**config.mk**
```make
export PLATFORM = sky130hd
export DESIGN_NAME = mult_share_arbiter
export DESIGN_NICKNAME = d
export VERILOG_FILES = /design/src/rtl/mult_pkg.sv /design/src/rtl/mult_rr_pick.sv /design/src/rtl/mult_share_arbiter.sv
export SDC_FILE = /design/constraint.sdc
export NUM_CORES = 1
export LEC_CHECK = 0
export CAP_MARGIN = 15
export CORE_MARGIN = 2
export CORE_UTILIZATION = 43
export DETAILED_ROUTE_END_ITERATION = 8
export MAX_ROUTING_LAYER = met4
export PLACE_DENSITY = 0.82
export SYNTH_ARGS = -nofsm -noshare
export SYNTH_HDL_FRONTEND = slang
export SYNTH_SLANG_ARGS = --single-unit
```
**constraint.sdc**
```tcl
create_clock -name clk -period 3.95 [get_ports clk]
set_input_delay 0.79 -clock clk [delete_from_list [all_inputs] [get_ports clk]]
set_output_delay 0.79 -clock clk [all_outputs]
set_load 0.02 [all_outputs]
```
**src/rtl/mult_pkg.sv**
```systemverilog
// Shared constants, FSM state type and a width helper for the multiplier-sharing arbiter.
package mult_pkg;

  localparam int OP_W   = 8;
  localparam int PROD_W = 16;

  typedef enum logic [1:0] {
    IDLE = 2'd0,
    CALC = 2'd1,
    RESP = 2'd2
  } state_t;

  // Bits needed to encode n distinct values; clog2(1) is 0.
  function automatic int clog2(input int n);
    int r;
    r = 0;
    for (int i = 0; i < 31; i++) begin
      if ((1 << i) < n) r = i + 1;
    end
    return r;
  endfunction

endpackage

```
**src/rtl/mult_rr_pick.sv**
```systemverilog
// Round-robin pick: first valid requester after ptr, wrapping modulo NUM_REQ.
module mult_rr_pick
  import mult_pkg::*;
#(
  parameter int NUM_REQ = 4,
  parameter int ID_W    = clog2(NUM_REQ)
) (
  input  logic [NUM_REQ-1:0] req_valid,
  input  logic [ID_W-1:0]    ptr,
  output logic [NUM_REQ-1:0] grant,
  output logic [ID_W-1:0]    grant_idx,
  output logic               any_valid
);

  logic [ID_W-1:0] cand;

  always_comb begin
    grant     = '0;
    grant_idx = '0;
    any_valid = 1'b0;
    cand      = '0;
    // The previous winner is visited last, giving it the lowest priority.
    for (int k = 1; k <= NUM_REQ; k++) begin
      cand = ID_W'((int'(ptr) + k) % NUM_REQ);
      if (!any_valid && req_valid[cand]) begin
        any_valid   = 1'b1;
        grant[cand] = 1'b1;
        grant_idx   = cand;
      end
    end
  end

endmodule

```
**src/rtl/mult_share_arbiter.sv**
```systemverilog
// Shares one external 8x8 multiplier among NUM_REQ clients: round-robin accept,
// hold operands while the multiplier settles, register and return the tagged product.
//
// state | meaning
// IDLE  | offering a grant to the next round-robin requester
// CALC  | operands held on mul_a/mul_b, counting down settle cycles
// RESP  | product registered, waiting for rsp_ready
module mult_share_arbiter
  import mult_pkg::*;
#(
  parameter int NUM_REQ = 4,
  parameter int MUL_LAT = 0,
  parameter int ID_W    = clog2(NUM_REQ)
) (
  input  logic                    clk,
  input  logic                    rst_n,
  input  logic [NUM_REQ-1:0]      req_valid,
  output logic [NUM_REQ-1:0]      req_ready,
  input  logic [NUM_REQ*OP_W-1:0] req_a,
  input  logic [NUM_REQ*OP_W-1:0] req_b,
  output logic [OP_W-1:0]         mul_a,
  output logic [OP_W-1:0]         mul_b,
  input  logic [PROD_W-1:0]       mul_p,
  output logic                    rsp_valid,
  input  logic                    rsp_ready,
  output logic [PROD_W-1:0]       rsp_p,
  output logic [ID_W-1:0]         rsp_id,
  output logic                    busy
);

  localparam int CNT_W = (MUL_LAT > 0) ? clog2(MUL_LAT + 1) : 1;

  state_t              state, state_nxt;
  logic [ID_W-1:0]     ptr;
  logic [CNT_W-1:0]    cnt;
  logic [NUM_REQ-1:0]  grant;
  logic [ID_W-1:0]     grant_idx;
  logic                any_valid;
  logic                cnt_done;
  logic [OP_W-1:0]     op_a, op_b;

  mult_rr_pick #(
    .NUM_REQ (NUM_REQ),
    .ID_W    (ID_W)
  ) u_pick (
    .req_valid (req_valid),
    .ptr       (ptr),
    .grant     (grant),
    .grant_idx (grant_idx),
    .any_valid (any_valid)
  );

  assign cnt_done = (cnt == '0);

  always_comb begin
    op_a = '0;
    op_b = '0;
    for (int i = 0; i < NUM_REQ; i++) begin
      if (grant[i]) begin
        op_a = req_a[i*OP_W +: OP_W];
        op_b = req_b[i*OP_W +: OP_W];
      end
    end
  end

  always_ff @(posedge clk or negedge rst_n) begin
    if (!rst_n) state <= IDLE;
    else        state <= state_nxt;
  end

  always_comb begin
    state_nxt = state;
    case (state)
      IDLE:    if (any_valid) state_nxt = CALC;
      CALC:    if (cnt_done)  state_nxt = RESP;
      RESP:    if (rsp_ready) state_nxt = IDLE;
      default: state_nxt = IDLE;
    endcase
  end

  always_comb begin
    req_ready = '0;
    busy      = 1'b0;
    case (state)
      IDLE:    req_ready = grant;
      CALC:    busy      = 1'b1;
      RESP:    busy      = 1'b1;
      default: ;
    endcase
  end

  always_ff @(posedge clk or negedge rst_n) begin
    if (!rst_n) begin
      ptr       <= ID_W'(NUM_REQ - 1);
      cnt       <= '0;
      mul_a     <= '0;
      mul_b     <= '0;
      rsp_p     <= '0;
      rsp_id    <= '0;
      rsp_valid <= 1'b0;
    end else begin
      case (state)
        IDLE: begin
          // Grant is only raised on a valid bit, so any_valid is the handshake.
          if (any_valid) begin
            mul_a  <= op_a;
            mul_b  <= op_b;
            rsp_id <= grant_idx;
            ptr    <= grant_idx;
            cnt    <= CNT_W'(MUL_LAT);
          end
        end
        CALC: begin
          if (!cnt_done) begin
            cnt <= cnt - CNT_W'(1);
          end else begin
            rsp_p     <= mul_p;
            rsp_valid <= 1'b1;
          end
        end
        RESP: begin
          if (rsp_ready) rsp_valid <= 1'b0;
        end
        default: ;
      endcase
    end
  end

endmodule

```
==> results.rst <==
.. list-table::
   :header-rows: 1

   * - Metric
     - Value
   * - Result of the run
     - finished, final reports clean
   * - CP delay by family, top
     - buffers and inverters
   * - Pin count of the biggest net entering global routing
     - 40
   * - Hold buffers post-CTS
     - 0
   * - Top cells by area in the synthesized netlist
     - dfrtp_1 32%, mux2_2 6.6%, a2bb2oi_1 4.8%
   * - Max clock buf depth
     - 2
   * - Layout cell share with drive strength beyond 1
     - 19.8%
   * - Pin slew with the least headroom to its limit
     - 0.874 ns
   * - Cell Int Power
     - 0.00215 W
   * - Part of the power in the clock network
     - 6.7%
   * - Number of clock sinks
     - 39
   * - NumNets Final
     - 527
   * - CP Data Arrival Time
     - 2.99 ns
   * - Global-route wire length before repair
     - 13.0 mm
   * - Nature of the critical path startpoint
     - input pin
   * - H-tree lvl count
     - 2
   * - Worst path required time
     - 3.16 ns
   * - Power density over the cells
     - 925 nW/µm²
   * - Cell type contributing the most total cell area after synthesis
     - dfrtp_1
   * - Asr flop ratio synth
     - 100%
   * - Number of global-route vias before repair
     - 2807
   * - Average cell area after synthesis
     - 9.79 µm²
   * - Cell at the slowest stage of the critical path
     - mux4_2
   * - Post-synthesis net count
     - 396
   * - Antenna violations before repair
     - 0
   * - Commonest register cell after synthesis
     - dfrtp_1
   * - Part of the Yosys area used for sequential elements
     - 33.5%
   * - Drt drc
     - 0
   * - Placed instance count
     - 502
   * - Count of antenna-violating nets left after detailed routing
     - 0
   * - Routed length per instance
     - 16.3 µm
   * - Total setup buffers inserted after CTS
     - 0
   * - Number of violations reported at the end of detailed-routing iteration 0
     - 150
   * - Sequential cell area
     - 978 µm²
   * - Reg power frac
     - 17.9%
   * - Iteration count of the initial detailed-routing pass
     - 6
   * - Effective utilization at floorplan
     - 43.7%
   * - Number of max-cap violations
     - 0
   * - Mapped cell area
     - 2920 µm²
   * - Vias after detailed routing
     - 2846
   * - Total of fill cells in the finished design
     - 561
   * - Yosys warning total
     - 0
   * - Final-report setup violation count
     - 0
   * - Slew headroom
     - 41.6%
   * - Dpl ws
     - -0.0673 ns
   * - Number of register bits inferred by synthesis
     - 39
   * - Peak VDD IR
     - 767 µV
   * - Worst-path clk slew
     - 0.08 ns
   * - Crit Path Category
     - in2out
   * - Via density per instance
     - 5.58
   * - CTS tree
     - done
   * - GP Congestion
     - 0.851
   * - Relative area change from synthesis to final layout
     - 50.0%
   * - Number of rows in the core area
     - 30
   * - Post-route insts no fill
     - 510
   * - IO Count
     - 127
   * - Number of max-slew violations in the final report
     - 0
   * - Final Hold Vio Count
     - 0
   * - Clk_skew
     - 0.00952 ns
   * - Portion of synthesized cell area occupied by the leading cell type
     - 31.7%
   * - Tot GR Track Use
     - 22.4%
   * - Net switching component of the power
     - 0.00190 W
   * - Number of buffer and inverter instances along the worst setup path
     - 3
   * - Clock period minus worst slack
     - 3.78 ns
   * - Number of I/O port buffers
     - 126
   * - Root buffer selected by CTS
     - clkbuf_8
   * - Hold slack final
     - 0.496 ns
   * - WL final
     - 8.32 mm
   * - Share of the cycle needed by the critical path after routing
     - 95.7%
   * - Delay of the slowest cell on the worst path
     - 0.50 ns
   * - Fmax
     - 0.264 GHz
   * - Synth Instances
     - 298
   * - Total clock buffers created by CTS
     - 5
   * - Setup repair after global routing missed its margin
     - no
   * - Die span in x
     - 86.4 µm
   * - Setup slack of the worst register-to-register path
     - 1.04 ns
   * - Later-pin clock latency in the skew report
     - 0.30 ns
   * - Class of the tightest hold or removal check
     - reg2reg
   * - Post-layout worst setup margin
     - 0.169 ns
   * - Switching fraction of total power
     - 47.0%
   * - Series of cell instances along the critical path
     - clkdlybuf4s50_1 -> buf_4 -> mux4_2 -> a21oi_1 -> a21bo_2 -> a22o_2 -> and2_1 -> dlygate4sd2_1
   * - Core region area
     - 6680 µm²
   * - Die boundary height
     - 86.4 µm
   * - Footprint of the multi-input gates
     - 1670 µm²
   * - Proportion of power drawn by combinational gates
     - 75.4%
   * - Static leakage
     - 1.84 nW
   * - Unique masters post-synth
     - 46
   * - Critical path fanouts, max
     - 11
   * - Detailed placer's ending HPWL
     - 6.42 mm
   * - Antenna diode count
     - 0
   * - Remaining Overflow, GRT
     - 0
   * - Total die area
     - 7460 µm²
   * - Number of enable-type register cells in the synthesized netlist
     - 0
   * - Crit end category
     - output pin
   * - Sum of negative setup slack
     - 0 ns
[cells in the final DEF (no fill, tap or decap), drive strengths merged, types with 5 or more instances in the layout]
cell type	instances
a211oi	17
a221oi	16
a2bb2oi	16
buf	27
clkbuf	5
clkdlybuf4s50	120
dfrtp	37
ha	11
inv	24
mux2	17
nand2	29
nand2b	7
nor2	18
o21ai	8
o22ai	5
o31ai	16
or3b	5
[through the flow]
stage / cell area, µm² / power (W) / utilization [%]
after floorplan: 2920 / 0.00286 / -
after global placement: 4290 / 0.00373 / 64.2
after detailed placement: 4290 / 0.00379 / 64.2
after CTS: 4380 / 0.00407 / 65.5
after global routing: 4380 / 0.00433 / 65.5
final: 4380 / 0.00405 / 65.5
[state kept, by name, indices dropped and copies added, names as in the netlist]
name       count
rsp_p         16
rsp_valid      1
rsp_id         2
mul_a          8
state          2
ptr            2
mul_b          8
[cell usage after synthesis, drive strengths merged, types with 2 or more instances]
| master | number |
|---|---|
| o22ai | 5 |
| mux4 | 2 |
| o31ai | 16 |
| a221oi | 16 |
| inv | 24 |
| dfrtp | 37 |
| clkbuf | 8 |
| a21o | 2 |
| and2 | 3 |
| nand4 | 2 |
| a2bb2oi | 16 |
| a211oi | 17 |
| buf | 20 |
| nand3 | 4 |
| o21a | 3 |
| dfstp | 2 |
| nor2b | 3 |
| mux2 | 17 |
| nand2 | 29 |
| o211ai | 2 |
| nor2 | 18 |
| nand2b | 7 |
| mux2i | 4 |
| or3b | 5 |
| a21oi | 4 |
| nand3b | 2 |
| ha | 11 |
| o21ai | 8 |
[layout make-up]
type                            instances  area share, %
Multi-Input combinational cell        207           38.2
Tap cell                               80           2.29
Timing Repair Buffer                  152           33.1
Inverter                               24           2.06
Sequential cell                        39           22.3
Clock buffer                            5           1.57
Clock inverter                          3          0.457
[worst register-to-register path, delay by kind of cell, from the launching register on]
kind / cells / cell delay [ns]
buf+inv: 2 / 0.31
compound gates: 5 / 1.17
fa+ha+maj: 1 / 0.47
flops: 1 / 0.54
mux: 1 / 0.31
[metal layers]
metal	vias up	global-route usage, %	share of wire [%]
li1	1361	-	-
met1	1340	26.6	42
met2	123	38.1	49
met3	22	3.14	6.1
met4	0	9.66	2.8
met5	-	-	0
[cells by family (layout without fill, tap and decap cells)]
| logic type | Yosys count | count (layout) | share of synthesized area, % |
|---|---|---|---|
| flops | 39 | 39 | 33.5 |
| buf+inv | 52 | 184 | 9.26 |
| compound gates | 98 | 98 | 30.5 |
| mux | 23 | 23 | 9.48 |
| simple gates | 75 | 75 | 12.5 |
| fa+ha+maj | 11 | 11 | 4.72 |
[repair_timing]
action,4_1_cts,5_1_grt
resized for setup,5,1
endpoints found under the hold margin,0,0
setup endpoints to repair,4,1
[power by group through the flow]
stage / combinational [W] / sequential, W / clock (W)
2_1_floorplan: 0.00191 / 0.000949 / 0
4_1_cts: 0.00306 / 0.000728 / 0.000279
5_1_grt: 0.00329 / 0.000746 / 0.000297
3_3_place_gp: 0.00301 / 0.000719 / 0
6_report: 0.00305 / 0.000724 / 0.000272
3_5_place_dp: 0.00306 / 0.000733 / 0
[final timing paths]
path                               from      endpoint  cells past startpoint
min                            mul_a[1]      mul_a[1]                      2
max in group asynchronous         rst_n      mul_b[2]                      1
min in group asynchronous         rst_n      mul_a[4]                      1
max                        req_valid[1]  req_ready[2]                      8
max reg2reg                      ptr[1]      mul_a[4]                      9
min reg2reg                    mul_a[1]      mul_a[1]                      2
Note: power is estimated with default switching activity, not from simulation.
